===== src/rtl/rgb_error_stat.sv =====
// rgb_error_stat
// Collects per-frame statistics from the grayscale checker's pass flag:
// pixel/error counts, the first failing pixel position, a sticky error bit
// and a lock indicator that asserts after enough consecutive clean frames.
module rgb_error_stat #(
   parameter int FLAG_LAT    = 1,
   parameter int CNT_W       = 24,
   parameter int X_W         = 12,
   parameter int Y_W         = 12,
   parameter int LOCK_FRAMES = 2
) (
   input  logic             I_clk,
   input  logic             I_rst,
   input  logic             I_de,
   input  logic             I_vs,
   input  logic             I_RGB_true_flag,
   input  logic             I_clr,
   output logic [CNT_W-1:0] O_frame_pix_cnt,
   output logic [CNT_W-1:0] O_frame_err_cnt,
   output logic [X_W-1:0]   O_first_err_x,
   output logic [Y_W-1:0]   O_first_err_y,
   output logic             O_first_err_valid,
   output logic             O_stat_valid,
   output logic             O_err_sticky,
   output logic             O_lock,
   output logic [15:0]      O_frame_cnt
);

   typedef enum logic {IDLE, ACTIVE} state_t;

   localparam logic [3:0] LOCK_N = 4'(LOCK_FRAMES);

   state_t           state;
   logic             de_d, vs_d, de_prev, vs_prev;
   logic [CNT_W-1:0] pix_acc, err_acc, pix_base, err_base;
   logic [X_W-1:0]   x_cnt, x_base, first_x_w;
   logic [Y_W-1:0]   y_cnt, y_base, first_y_w;
   logic             first_valid_w;
   logic [3:0]       clean_cnt, clean_next;
   logic             vs_rise, de_fall, in_frame, frame_close;
   logic             pix, err_pix, first_hit;

   generate
      if (FLAG_LAT == 0) begin : g_no_delay
         assign de_d = I_de;
         assign vs_d = I_vs;
      end else begin : g_delay
         logic [FLAG_LAT-1:0] de_sr, vs_sr;

         // Delay de/vs so they line up with the checker's flag latency
         always_ff @(posedge I_clk or posedge I_rst) begin
            if (I_rst) begin
               de_sr <= '0;
               vs_sr <= '0;
            end else begin
               de_sr[0] <= I_de;
               vs_sr[0] <= I_vs;
               for (int i = 1; i < FLAG_LAT; i++) begin
                  de_sr[i] <= de_sr[i-1];
                  vs_sr[i] <= vs_sr[i-1];
               end
            end
         end

         assign de_d = de_sr[FLAG_LAT-1];
         assign vs_d = vs_sr[FLAG_LAT-1];
      end
   endgenerate

   // Edge detection and next-value bases; a vs_rise restarts everything so
   // that a pixel coinciding with it lands in the new frame at x=0,y=0
   always_comb begin
      vs_rise     = vs_d & ~vs_prev;
      de_fall     = ~de_d & de_prev;
      in_frame    = (state == ACTIVE) | vs_rise;
      frame_close = (state == ACTIVE) & vs_rise;
      pix         = de_d & in_frame;
      err_pix     = pix & ~I_RGB_true_flag;
      pix_base    = vs_rise ? '0 : pix_acc;
      err_base    = vs_rise ? '0 : err_acc;
      x_base      = (vs_rise | de_fall) ? '0 : x_cnt;
      y_base      = vs_rise ? '0 : y_cnt;
      first_hit   = err_pix & (err_base == '0);
      clean_next  = (clean_cnt >= LOCK_N) ? LOCK_N : clean_cnt + 4'd1;
   end

   // Frame FSM plus working accumulators, position counters and first-error capture
   always_ff @(posedge I_clk or posedge I_rst) begin
      if (I_rst) begin
         state         <= IDLE;
         de_prev       <= 1'b0;
         vs_prev       <= 1'b0;
         pix_acc       <= '0;
         err_acc       <= '0;
         x_cnt         <= '0;
         y_cnt         <= '0;
         first_x_w     <= '0;
         first_y_w     <= '0;
         first_valid_w <= 1'b0;
      end else begin
         de_prev <= de_d;
         vs_prev <= vs_d;
         if (vs_rise) begin
            state <= ACTIVE;
         end
         if (in_frame) begin
            pix_acc <= pix_base + CNT_W'(pix & ~(&pix_base));
            err_acc <= err_base + CNT_W'(err_pix & ~(&err_base));
            x_cnt   <= x_base + X_W'(pix & ~(&x_base));
            y_cnt   <= y_base + Y_W'(de_fall & ~vs_rise & ~(&y_base));
            if (first_hit) begin
               first_x_w     <= x_base;
               first_y_w     <= y_base;
               first_valid_w <= 1'b1;
            end else if (vs_rise) begin
               first_x_w     <= '0;
               first_y_w     <= '0;
               first_valid_w <= 1'b0;
            end
         end
      end
   end

   // Frame-close publication, lock tracking, sticky error and clear handling
   always_ff @(posedge I_clk or posedge I_rst) begin
      if (I_rst) begin
         O_frame_pix_cnt   <= '0;
         O_frame_err_cnt   <= '0;
         O_first_err_x     <= '0;
         O_first_err_y     <= '0;
         O_first_err_valid <= 1'b0;
         O_stat_valid      <= 1'b0;
         O_err_sticky      <= 1'b0;
         O_lock            <= 1'b0;
         O_frame_cnt       <= '0;
         clean_cnt         <= '0;
      end else begin
         O_stat_valid <= frame_close;
         if (frame_close) begin
            O_frame_pix_cnt   <= pix_acc;
            O_frame_err_cnt   <= err_acc;
            O_first_err_x     <= first_x_w;
            O_first_err_y     <= first_y_w;
            O_first_err_valid <= first_valid_w;
            O_frame_cnt       <= O_frame_cnt + 16'd1;
            if ((err_acc == '0) && (pix_acc != '0)) begin
               clean_cnt <= clean_next;
               O_lock    <= (clean_next == LOCK_N);
            end else begin
               clean_cnt <= '0;
               O_lock    <= 1'b0;
            end
         end
         if (I_clr) begin
            O_first_err_x     <= '0;
            O_first_err_y     <= '0;
            O_first_err_valid <= 1'b0;
            O_frame_cnt       <= '0;
            O_lock            <= 1'b0;
            clean_cnt         <= '0;
         end
         if (err_pix) begin
            O_err_sticky <= 1'b1;
         end else if (I_clr) begin
            O_err_sticky <= 1'b0;
         end
      end
   end

endmodule


===== config.mk =====
export PLATFORM = sky130hd
export DESIGN_NAME = rgb_error_stat
export DESIGN_NICKNAME = d
export VERILOG_FILES = /design/src/rtl/rgb_error_stat.sv
export SDC_FILE = /design/constraint.sdc
export NUM_CORES = 1
export LEC_CHECK = 0
export CAP_MARGIN = 10
export CORE_MARGIN = 2
export CORE_UTILIZATION = 57
export DETAILED_ROUTE_END_ITERATION = 7
export PLACE_DENSITY = 0.9
export SYNTH_ARGS = -nofsm -noshare
export SYNTH_HDL_FRONTEND = slang
export SYNTH_SLANG_ARGS = --single-unit

===== constraint.sdc =====
create_clock -name I_clk -period 8.71 [get_ports I_clk]
set_input_delay 1.742 -clock I_clk [delete_from_list [all_inputs] [get_ports I_clk]]
set_output_delay 1.742 -clock I_clk [all_outputs]
set_load 0.03 [all_outputs]

==> impl_metrics.ini, run 1 <==
[hold_path]
hp-start = g_delay.vs_sr
hold_path_class = register to register

[cts]
cts_resized = 0
cts_sinks = 198
ctsHtreeMaxLevel = 4
clk_pin_slew_worst_paths_ns = 0.07
hold_buffers = 0
root_buffer = clkbuf_16
cts_tree = done
cts_max_path_buffers = 2
numCtsBuffers = 17
clock_latency_ns = 0.44
cts_setup_buffers = 0

[drt]
post_drt_wl_per_cell_um = 16.5
vias = 7140
ant_nets = 0
first_pass_iters = 7
drt_iter0_drc = 589
drc = 0
via_per_inst = 5.69
wirelength_um = 20700

[grt]
track_usage_pct = 26.1
grt-ovfl-total = 0
grt_pass1_wl_um = 34700
grt_antenna_before_repair = 0
grt_max_degree = 130
grt_pass1_vias = 6979

[floorplanning]
fp.dieW_um = 130
num_rows = 45
core_area_um2 = 15300
ios = 98
fp.dieH_um = 130
start_util_pct = 58.7
die_area_um2 = 16800

[synthesis]
synth-async-reset-ratio_pct = 100
yosysSeqAreaShare_pct = 55.1
netlist_area_um2 = 8990
synth_cell_types = 51
synth-seq-cells = 198
syn_area_per_cell_um2 = 9.40
netlist_instances = 956
syn_nets = 974
synth_edf_count = 0
synth_commonest_cells = nand2_1 (270), dfrtp_1 (198), nor2_1 (96)
yosysMostFrequentCell = nand2_1
synth_top_area_share_pct = 55.1
yosys.area.top_type = dfrtp_1
synth_area_leaders = dfrtp_1 (55%), nand2_1 (11%), nor2_1 (4.0%)
yosysWarnings = 0
synth_ff_type = dfrtp_1

[setup_path]
crit_arrival_ns = 4.22
cp-start-kind = register
worstSetupEndpointType = register
worstSetupPathType = register to register
worst-path-max-fanout = 20
startpoint = state
r2r-start = state
cp_data_required_time_ns = 9.04

[power]
peakVddDrop_v = 0.000152
power_density_nw_per_um2 = 189
comb_power_share_pct = 9.4
p_seq_share_pct = 49.0
leakagePower_nw = 4.87
total_power_mw = 2.02
power.internal_mw = 1.50
p_sw_mw = 0.519
clkPwrFrac_pct = 41.6
swShare_pct = 25.7

[timing]
timing.final.ws_setup_ns = 4.82
skew_ns = 0.00804
fin_tns_setup_ns = 0
fin_crit_ns = 3.89
setup_viol = 0
max_slew_margin_pct = 39.3
hold_violations = 0
min_period_over_period_pct = 44.6
rsz0062_at_grt = false
max_freq_mhz = 257
tightest_slew_ns = 0.910
drv_slew = 0

[finish]
antenna_cells = 0
area_growth_pct = 18.9
final_nets = 1048
num-fill-cells = 1124
sequential_cell_area_um2 = 4950
multi_input_area_um2 = 3760
final_layout_size_suffix_gt1_share_pct = 5.08

[placement]
dp_hpwl_um = 12600
place.gp.congestion = 0.835
io_buffers = 97
place_ws_ns = 4.63

[status]
outcome = complete, no violations

[flow_run]
drv_cap = 0
[through the flow]
stage	std cells	utilization, %	hold WS (ns)	area (µm²)
after floorplan	956	-	0.396	8990
after CTS	1253	69.6	0.450	10700
after global routing	1254	69.8	0.474	10700
final	1254	69.8	0.457	10700
after global placement	1221	65.5	0.422	10000
after detailed placement	1221	65.5	0.434	10000
[power by group through the flow]
stage               Combinational (mW)  Sequential (mW)  Clock, mW
floorplan                        0.115             1.01          0
global placement                 0.182             1.00          0
detailed placement               0.187             1.00          0
CTS                              0.190            0.987      0.844
global route                     0.211            0.992      0.882
finish                           0.189            0.988      0.840
[worst max-delay path, cell delays in order, from the launching register on]
cell and delay (ns):
dfrtp_1 0.71, nor2_1 0.37, inv_1 0.54, nand2_1 0.28, a311oi_1 0.32, ha_1 0.26
ha_1 0.23, nand4_1 0.36, nor3_2 0.36, a31oi_1 0.13, a41o_1 0.21
[cells by family after synthesis]
group / synth area share [%]
compound gates: 5.53
xor+xnor: 5.07
fa+ha+maj: 1.67
buf+inv: 3.06
flops: 55.1
mux: 3.23
simple gates: 26.3
[cells in the final DEF, fill, tap and decap left out, types with 10 or more instances in the layout]
cell and n:
a21oi_1 45, nand3_1 29, mux2i_1 29, ha_1 12
clkdlybuf4s50_1 96, dfrtp_1 198, nand4_1 20, nor2_1 96
xor2_1 19, o21ai_0 25, nand2_1 270, xnor2_1 33
and3_1 15, nor3_1 14, inv_1 11, nor4_1 18
and2_1 11, clkbuf_16 17, or3_1 10
[metal layers]
layer	vias up	wire length, µm	global-route usage (%)
met5	-	0	0
met4	0	461	10.1
met3	39	1120	5.37
met2	232	10100	42.0
met1	3523	9060	35.3
li1	3346	-	-
[flip-flops by register name, indices dropped and copies added (netlist names), 16 cells and up]
| register | count |
|---|---|
| O_frame_cnt | 16 |
| O_frame_err_cnt | 24 |
| O_frame_pix_cnt | 24 |
| err_acc | 24 |
| pix_acc | 24 |
[final timing paths]
| path | endpoint | slack (ns) | cells after the start |
|---|---|---|---|
| worst max-delay path | err_acc[22] | 4.82 | 10 |
| worst min-delay path | vs_prev | 0.46 | 0 |
| worst max register to register | err_acc[22] | 4.82 | 10 |
| worst min register to register | vs_prev | 0.46 | 0 |
| max in group asynchronous | O_frame_pix_cnt[13] | 5.38 | 3 |
| min in group asynchronous | O_first_err_y[6] | 1.84 | 2 |
[final cells by class]
class	count	share of cell area [%]
flip-flops and latches	198	46.4
multi-input cells	697	35.2
repair buffers	103	9.58
clock buffers	17	3.98
well taps	211	2.47
clock inverters	15	1.90
inverters	13	0.527
Power figures use the tool's default switching activity.
==> run 2, diff against run 1 <==
==> constraint.sdc (replaced) <==
create_clock -name I_clk -period 3.9 [get_ports I_clk]
set_input_delay 0.78 -clock I_clk [delete_from_list [all_inputs] [get_ports I_clk]]
set_output_delay 0.78 -clock I_clk [all_outputs]
set_load 0.03 [all_outputs]
==> impl_metrics.ini, run 2 (synthesis results as in run 1) <==
[timing]
fin_tns_setup_ns = 0
max_slew_margin_pct = 21.2
fin_crit_ns = 3.25
hold_violations = 0
rsz0062_at_grt = false
max_freq_mhz = 307
skew_ns = 0.00970
drv_slew = 0
setup_viol = 0
tightest_slew_ns = 1.18
min_period_over_period_pct = 83.4

[power]
peakVddDrop_v = 0.000292
swShare_pct = 25.1
power.internal_mw = 3.32
clkPwrFrac_pct = 40.7
leakagePower_nw = 4.90
power_density_nw_per_um2 = 413
p_sw_mw = 1.11
comb_power_share_pct = 9.5
p_seq_share_pct = 49.8
total_power_mw = 4.43

[floorplanning]
die_area_um2 = 16800
start_util_pct = 58.7
fp.dieW_um = 130
num_rows = 45
core_area_um2 = 15300
fp.dieH_um = 130
ios = 98

[grt]
track_usage_pct = 25.3
grt-busiest-layer = met2
grt-ovfl-total = 0
met1_usage_pct = 34.8
grt_pass1_wl_um = 33900
use_met2_pct = 41.0
grt_antenna_before_repair = 0
grt_max_degree = 76
grt_pass1_vias = 6935
use_met3_pct = 5.74

[setup_path]
critical-path-top-delay-family = simple AND/OR/NAND/NOR gates
worstSetupPathType = register to register
crit_chain = nand2b_1 > buf_4 > nand4_1 > nor2_1 > a311oi_1 > ha_1 > ha_1 > nand4_1 > nor3_2 > a31oi_1 > a41o_1
max_stage_delay_ns = 0.42
worstSetupEndpointType = register
critical_path_buf_inv_count = 1
reg2reg_slack_ns = 0.65
cpMaxStageDelayCell = dfrtp_1
cp-start-kind = register
worst-path-max-fanout = 25
cp_data_required_time_ns = 4.23
crit_arrival_ns = 3.58

[placement]
place.gp.congestion = 0.866
dp_hpwl_um = 13200
io_buffers = 97

[cts]
clock_latency_ns = 0.44
cts_sinks = 198
root_buffer = clkbuf_16
cts_tree = done
cts_setup_buffers = 0
hold_buffers = 0
clk_pin_slew_worst_paths_ns = 0.07
cts_max_path_buffers = 2
cts_resized = 0
numCtsBuffers = 17
ctsHtreeMaxLevel = 4

[drt]
drc = 0
vias = 7083
first_pass_iters = 5
wirelength_um = 20100
drt_iter0_drc = 666
ant_nets = 0
via_per_inst = 5.61
post_drt_wl_per_cell_um = 15.9

[finish]
area_growth_pct = 19.5
final_nets = 1057
final_layout_size_suffix_gt1_share_pct = 5.70
antenna_cells = 0
mostFrequentLayoutCell = nand2_1
num-fill-cells = 1094
mostFrequentLayoutCells = nand2_1 (270), dfrtp_1 (198), clkdlybuf4s50_1 (97)

[status]
outcome = complete, no violations

[flow_run]
drv_cap = 0

[hold_path]
hold_path_class = register to register
-- run 2: layout make-up --
cell class | count | area, µm² | area share [%]
repair buffers | 112 | 1110 | 10.3
multi-input cells | 697 | 3760 | 35.0
inverters | 13 | 52.6 | 0.489
flip-flops and latches | 198 | 4950 | 46.1
clock inverters | 12 | 150 | 1.40
clock buffers | 20 | 457 | 4.25
well taps | 211 | 264 | 2.46
-- run 2: through the flow --
stage | instances | hold WS (ns) | instance area, µm² | utilization, % | setup slack [ns]
global route | 1263 | 0.456 | 10700 | 70.2 | 0.452
finish | 1263 | 0.444 | 10700 | 70.2 | 0.646
global placement | 1231 | 0.404 | 10100 | 66.2 | 0.812
CTS | 1263 | 0.443 | 10700 | 70.2 | 0.689
detailed placement | 1231 | 0.422 | 10100 | 66.2 | 0.679
floorplan | 956 | 0.396 | 8990 | - | 0.560
-- run 2: worst reg2reg max path, stage by stage (launching register included) --
cell and delay, ns:
dfrtp_1 0.42, nand2b_1 0.20, buf_4 0.23, nand4_1 0.26, nor2_1 0.12, a311oi_1 0.25
ha_1 0.31, ha_1 0.27, nand4_1 0.40, nor3_2 0.34, a31oi_1 0.13, a41o_1 0.21
-- run 2: worst paths after layout --
| kind | start | cells past startpoint | endpoint |
|---|---|---|---|
| setup reg to reg | vs_prev | 11 | err_acc[22] |
| min in group asynchronous | I_rst | 2 | O_frame_cnt[15] |
| setup / recovery | vs_prev | 11 | err_acc[22] |
| hold reg to reg | g_delay.vs_sr | 0 | vs_prev |
| hold / removal | g_delay.vs_sr | 0 | vs_prev |
| max in group asynchronous | I_rst | 3 | O_frame_pix_cnt[3] |
-- run 2: power by group through the flow --
stage / clock [mW] / combinational [mW] / sequential, mW
final: 1.80 / 0.422 / 2.21
after global placement: 0 / 0.415 / 2.24
after CTS: 1.83 / 0.427 / 2.20
after detailed placement: 0 / 0.423 / 2.24
after global routing: 1.92 / 0.469 / 2.21
after floorplan: 0 / 0.257 / 2.26
-- run 2: per-layer routing --
metal  vias up  routed length (µm)
met2       218                9860
met1      3483                8940
met3        28                1090
met4         0                 245
met5         -                   0
li1       3354                   -
